[src/rtl/bp_pkg.sv]
// Shared definitions for the branch history table: FSM state encoding and
// counter constants computed from the counter width.
package bp_pkg;

    typedef enum logic [0:0] {
        ST_IDLE  = 1'b0,
        ST_CLEAR = 1'b1
    } bp_state_e;

    // Weakly-not-taken value: the largest count whose MSB is still 0.
    function automatic logic [3:0] ctr_weak_nt(input int ctr_bits);
        return 4'((32'd1 << (ctr_bits - 1)) - 32'd1);
    endfunction

    // Saturation ceiling of a ctr_bits-wide counter.
    function automatic logic [3:0] ctr_max(input int ctr_bits);
        return 4'((32'd1 << ctr_bits) - 32'd1);
    endfunction

endpackage

[src/rtl/bp_sat_counter.sv]
// Saturating up/down counter used as one branch history table entry;
// reset and load both return it to weakly-not-taken.
module bp_sat_counter
    import bp_pkg::*;
#(
    parameter int CTR_BITS = 2
) (
    input  logic                clock,
    input  logic                reset,
    input  logic                load,
    input  logic                en,
    input  logic                up,
    output logic [CTR_BITS-1:0] count
);

    localparam logic [CTR_BITS-1:0] INIT_VAL = CTR_BITS'(ctr_weak_nt(CTR_BITS));
    localparam logic [CTR_BITS-1:0] MAX_VAL  = CTR_BITS'(ctr_max(CTR_BITS));

    // Counter state: init load has priority over a training step.
    always_ff @(posedge clock or posedge reset) begin
        if (reset) begin
            count <= INIT_VAL;
        end else if (load) begin
            count <= INIT_VAL;
        end else if (en) begin
            if (up) begin
                if (count != MAX_VAL) begin
                    count <= count + CTR_BITS'(1);
                end
            end else begin
                if (count != {CTR_BITS{1'b0}}) begin
                    count <= count - CTR_BITS'(1);
                end
            end
        end
    end

endmodule

[src/rtl/branch_predictor_bht.sv]
// Bimodal branch history table with a one-entry-per-cycle clear sweep.
// Optional gshare indexing is enabled by defining BP_GSHARE_EN.
module branch_predictor_bht
    import bp_pkg::*;
#(
    parameter int INDEX_BITS = 6,
    parameter int CTR_BITS   = 2,
    parameter int MISS_BITS  = 16
) (
    input  logic                  clock,
    input  logic                  reset,
    input  logic [31:0]           pred_pc,
    output logic                  pred_taken,
    output logic [INDEX_BITS-1:0] pred_index,
    input  logic                  upd_valid,
    input  logic [INDEX_BITS-1:0] upd_index,
    input  logic                  upd_taken,
    input  logic                  upd_pred,
    input  logic                  clear,
    output logic                  busy,
    output logic [MISS_BITS-1:0]  miss_count
);

    localparam int ENTRIES = 1 << INDEX_BITS;
    localparam logic [INDEX_BITS-1:0] LAST_IDX = INDEX_BITS'(ENTRIES - 1);
    localparam logic [MISS_BITS-1:0]  MISS_MAX = {MISS_BITS{1'b1}};

    bp_state_e             state;
    logic [INDEX_BITS-1:0] sweep_idx;
    logic [CTR_BITS-1:0]   ctr [ENTRIES];
    logic                  upd_accept;
    logic                  unused_pc_bits;

    // An update counts only in IDLE and only when no clear competes with it.
    assign upd_accept     = (state == ST_IDLE) && upd_valid && !clear;
    assign unused_pc_bits = ^pred_pc[31:INDEX_BITS];

    for (genvar i = 0; i < ENTRIES; i++) begin : g_entry
        bp_sat_counter #(
            .CTR_BITS (CTR_BITS)
        ) u_ctr (
            .clock (clock),
            .reset (reset),
            .load  ((state == ST_CLEAR) && (sweep_idx == INDEX_BITS'(i))),
            .en    (upd_accept && (upd_index == INDEX_BITS'(i))),
            .up    (upd_taken),
            .count (ctr[i])
        );
    end

`ifdef BP_GSHARE_EN
    logic [INDEX_BITS-1:0] history;

    // Global outcome history, cleared at sweep start so the fresh table is indexed from zero.
    always_ff @(posedge clock or posedge reset) begin
        if (reset) begin
            history <= {INDEX_BITS{1'b0}};
        end else if ((state == ST_IDLE) && clear) begin
            history <= {INDEX_BITS{1'b0}};
        end else if (upd_accept) begin
            history <= {history[INDEX_BITS-2:0], upd_taken};
        end
    end

    assign pred_index = pred_pc[INDEX_BITS-1:0] ^ history;
`else
    assign pred_index = pred_pc[INDEX_BITS-1:0];
`endif

    // Prediction is the entry MSB, suppressed while the table is being rewritten.
    always_comb begin
        pred_taken = 1'b0;
        if (busy) begin
            pred_taken = 1'b0;
        end else begin
            pred_taken = ctr[pred_index][CTR_BITS-1];
        end
    end

    // Clear sweep FSM: busy mirrors the CLEAR state as a registered output.
    always_ff @(posedge clock or posedge reset) begin
        if (reset) begin
            state     <= ST_IDLE;
            sweep_idx <= {INDEX_BITS{1'b0}};
            busy      <= 1'b0;
        end else begin
            case (state)
                ST_IDLE: begin
                    if (clear) begin
                        state     <= ST_CLEAR;
                        sweep_idx <= {INDEX_BITS{1'b0}};
                        busy      <= 1'b1;
                    end
                end
                ST_CLEAR: begin
                    if (sweep_idx == LAST_IDX) begin
                        state     <= ST_IDLE;
                        sweep_idx <= {INDEX_BITS{1'b0}};
                        busy      <= 1'b0;
                    end else begin
                        sweep_idx <= sweep_idx + INDEX_BITS'(1);
                    end
                end
                default: begin
                    state     <= ST_IDLE;
                    sweep_idx <= {INDEX_BITS{1'b0}};
                    busy      <= 1'b0;
                end
            endcase
        end
    end

    // Mispredict counter survives clear and sticks at all-ones.
    always_ff @(posedge clock or posedge reset) begin
        if (reset) begin
            miss_count <= {MISS_BITS{1'b0}};
        end else if (upd_accept && (upd_pred != upd_taken) && (miss_count != MISS_MAX)) begin
            miss_count <= miss_count + MISS_BITS'(1);
        end
    end

endmodule

[config.mk]
export PLATFORM = sky130hd
export DESIGN_NAME = branch_predictor_bht
export DESIGN_NICKNAME = d
export VERILOG_FILES = /design/src/rtl/bp_pkg.sv /design/src/rtl/bp_sat_counter.sv /design/src/rtl/branch_predictor_bht.sv
export SDC_FILE = /design/constraint.sdc
export NUM_CORES = 1
export LEC_CHECK = 0
export CORE_UTILIZATION = 45
export CTS_CLUSTER_SIZE = 10
export DETAILED_ROUTE_END_ITERATION = 8
export PLACE_DENSITY_LB_ADDON = 0.2
export SYNTH_ARGS = -nofsm -noshare
export SYNTH_HDL_FRONTEND = slang
export SYNTH_SLANG_ARGS = --single-unit
[constraint.sdc]
create_clock -name clock -period 6.69 [get_ports clock]
set_input_delay 1.338 -clock clock [delete_from_list [all_inputs] [get_ports clock]]
set_output_delay 1.338 -clock clock [all_outputs]
set_load 0.02 [all_outputs]
==> flow_metrics.py <==
metrics = {
    "outcome": {
        "status": "complete, no violations",
    },
    "worst_setup_path": {
        "required_ns": 5.35,
        "cp-end-kind": "output pin",
        "critPathMaxStageDelay_ns": 0.81,
        "timing.reg2reg.setup_slack_ns": 3.81,
        "reg2reg_to": "g_entry[23].u_ctr.count[0]$_DFFE_PP1P_",
        "worst_ep_arrival_time_ns": 4.31,
        "r2r-start": "state$_DFF_PP0_",
        "slowest_stage": "clkdlybuf4s50_1",
        "crit_top_cell": "mux2i_1",
        "cp_max_fo": 11,
        "rr_worst_depth": 6,
        "critPathKind": "primary input to output pin",
        "start_kind": "primary input",
        "cp_cell_sequence": "clkdlybuf4s50_1, buf_4, mux4_2, mux2i_1, mux2i_1, mux2i_1, o32ai_1, clkdlybuf4s50_1",
    },
    "synth": {
        "netlist_area_mm2": 0.00937,
        "ys_ff_latch": 152,
        "ys_async_sr_fraction": 1.00,
        "syn_inst": 1103,
        "synth_edf_count": 0,
        "yosysSeqAreaShare": 0.415,
        "ys.warnings.count": 0,
        "ys.flop_type": "dfrtp_1",
        "postSynthAreaPerCell_um2": 8.49,
        "synth_top_area_share": 0.235,
        "ys_types": 61,
        "syn-num-nets": 1152,
        "synthTopCellsByArea": "dfrtp_1 24%, dfstp_2 18%, o21ai_0 6.5%, nor2_1 6.2%, nand2_1 5.4%",
        "synth_top_area_cell": "dfrtp_1",
    },
    "final_layout": {
        "utilization": 0.518,
        "diodes": 0,
        "nets": 1150,
        "layout-area-overhead-vs-synth_pct": 12.2,
        "final_layout_size_suffix_gt1_frac": 0.130,
    },
    "cts": {
        "postCtsHoldBufs": 0,
        "clock_sinks": 152,
        "cts_tree": "yes",
        "clk_latency_ns": 0.43,
        "cts_root_buf": "clkbuf_16",
        "cts_made_buffers": 17,
        "cts.clk_slew.worst_paths_ns": 0.06,
        "clk_path_buf_depth": 2,
        "cts_resized": 0,
        "post-cts-setup-buffers": 0,
        "cts_htree_levels": 4,
    },
    "sta": {
        "setup_viol": 0,
        "setup_ws_ns": 1.04,
        "layout_min_cycle_time_ns": 5.65,
        "setup_tns_ns": 0,
        "fin_hold_ws_ns": 0.502,
        "fmax_mhz": 177,
        "period_share": 0.845,
        "max_slew_margin": 0.140,
        "finalHoldViolCount": 0,
        "final.setup_skew_ns": 0.00822,
        "tightest_slew_ns": 1.29,
        "maxSlewViolCount": 0,
        "rsz0062_at_grt": "false",
    },
    "floorplan": {
        "start_util": 0.461,
        "core-area_mm2": 0.0203,
        "die_area_mm2": 0.0214,
        "row_count": 52,
        "die_w_um": 146,
        "die_h_um": 146,
        "boundaryPins": 68,
    },
    "min_path": {
        "min_path_cells": 1,
        "hold_end": "miss_count[10]$_DFFE_PP0P_",
        "min-delay-start": "miss_count[10]$_DFFE_PP0P_",
        "min_path_type": "flop to flop",
    },
    "grt": {
        "grt_pass1_vias": 7865,
        "grt_pass1_wl_mm": 43.1,
        "antenna_found_initial": 0,
        "grt_max_degree": 110,
        "grt_usage": 0.257,
        "gr-total-overflow": 0,
    },
    "job": {
        "drv_cap": 0,
    },
    "drt": {
        "ant_nets": 0,
        "first_pass_iters": 5,
        "drtIter0Drc": 832,
        "wire_per_inst_um": 19.3,
        "wl_mm": 26.7,
        "num_vias": 8555,
        "drc": 0,
        "vias_per_cell": 6.18,
    },
    "place": {
        "io_buffer_count": 41,
        "gp_congestion": 0.828,
        "post-place-ws_ns": 0.961,
        "dpl.hpwl_mm": 16.5,
    },
    "power_and_ir_drop": {
        "p_per_area_mw_per_mm2": 283,
        "max-vdd-ir-drop_v": 0.000167,
        "p_leak_nw": 3.86,
        "power.total_mw": 2.97,
    },
}
[metrics by stage]
stage / instance area (um2) / std cells
after global routing: 10500 / 1384
final: 10500 / 1384
after global placement: 9880 / 1352
after floorplan: 9370 / 1103
after detailed placement: 9880 / 1352
after CTS: 10500 / 1384
[sequential cells by signal (all words and copies together) (netlist names)]
signal	cells
g_entry.u_ctr.count	128
miss_count	16
sweep_idx	6
busy	1
state	1
[how the worst max path moves through the flow]
stage | start | slack (ns) | depth (start not counted) | to
floorplan | reset | 1.36 | 1 | busy$_DFFE_PP0P_
global placement | pred_pc[1] | 1.00 | 8 | pred_taken
detailed placement | pred_pc[1] | 0.96 | 8 | pred_taken
CTS | pred_pc[1] | 0.98 | 8 | pred_taken
global route | pred_pc[1] | 0.86 | 8 | pred_taken
finish | pred_pc[1] | 1.04 | 8 | pred_taken
[cells in the final DEF (no fill, tap or decap), types with 20 or more instances in the layout]
| cell type | netlist | final |
|---|---|---|
| nor2_1 | 155 | 155 |
| nand2_1 | 135 | 135 |
| o21ai_0 | 122 | 122 |
| dfrtp_1 | 88 | 88 |
| a21oi_1 | 79 | 79 |
| dfstp_2 | 64 | 64 |
| nor3_1 | 45 | 45 |
| clkdlybuf4s50_1 | 0 | 40 |
| a21o_1 | 39 | 39 |
| a211o_1 | 32 | 32 |
| nand3_1 | 25 | 25 |
| nor4_1 | 22 | 22 |
| o221ai_1 | 20 | 20 |
| a22oi_1 | 20 | 20 |
[where the power goes]
| group | total, mW | switching (mW) | internal [mW] | leakage [nW] |
|---|---|---|---|---|
| registers | 1.33 | 0.183 | 1.15 | 1.66 |
| logic | 0.611 | 0.363 | 0.249 | 1.90 |
| clock network | 1.03 | 0.417 | 0.612 | 0.294 |
[cell type report]
cell class / count / area, um2
clock buffers: 20 / 457
clock inverters: 12 / 165
repair buffers: 53 / 498
multi-input cells: 869 / 5130
fillers: 1920 / 9790
inverters: 8 / 35.0
flip-flops and latches: 152 / 3880
well taps: 270 / 338
[cells in the mapped netlist, types with 7 or more instances]
cell	number
inv_1	7
a21oi_1	79
dfstp_2	64
nor2_1	155
dfrtp_1	88
a211o_1	32
mux4_2	17
o221ai_1	20
xnor2_1	9
nand2_1	135
a21o_1	39
and2_1	11
o32ai_1	7
a22oi_1	20
nor3_1	45
nand3_1	25
o21ai_0	122
xor2_1	8
nor4_1	22
clkbuf_1	50
mux2i_1	11
nand2b_1	13
and3_1	19
buf_2	13
nor2b_1	7
[critical path: cells and delay by family]
kind / cells / cell delay [ns]
buffers and inverters: 3 / 1.87
multiplexers: 4 / 0.73
AO/OA/AOI/OAI: 1 / 0.37
[cells by family after synthesis]
family,share of synthesized area
multiplexers,0.0538
AND/OR/NAND/NOR,0.240
flip-flops,0.415
AO/OA/AOI/OAI,0.231
XOR/XNOR,0.0159
adder cells (fa/ha/maj),0.00668
buffers and inverters,0.0378
[metal layers]
| metal | up-vias | routed length (um) | GRT usage |
|---|---|---|---|
| li1 | 4010 | - | - |
| met1 | 4193 | 12200 | 0.366 |
| met2 | 309 | 12200 | 0.396 |
| met3 | 43 | 1830 | 0.0466 |
| met4 | 0 | 429 | 0.0807 |
| met5 | - | 0 | 0 |
No activity file was read; power rests on OpenSTA's default activity.
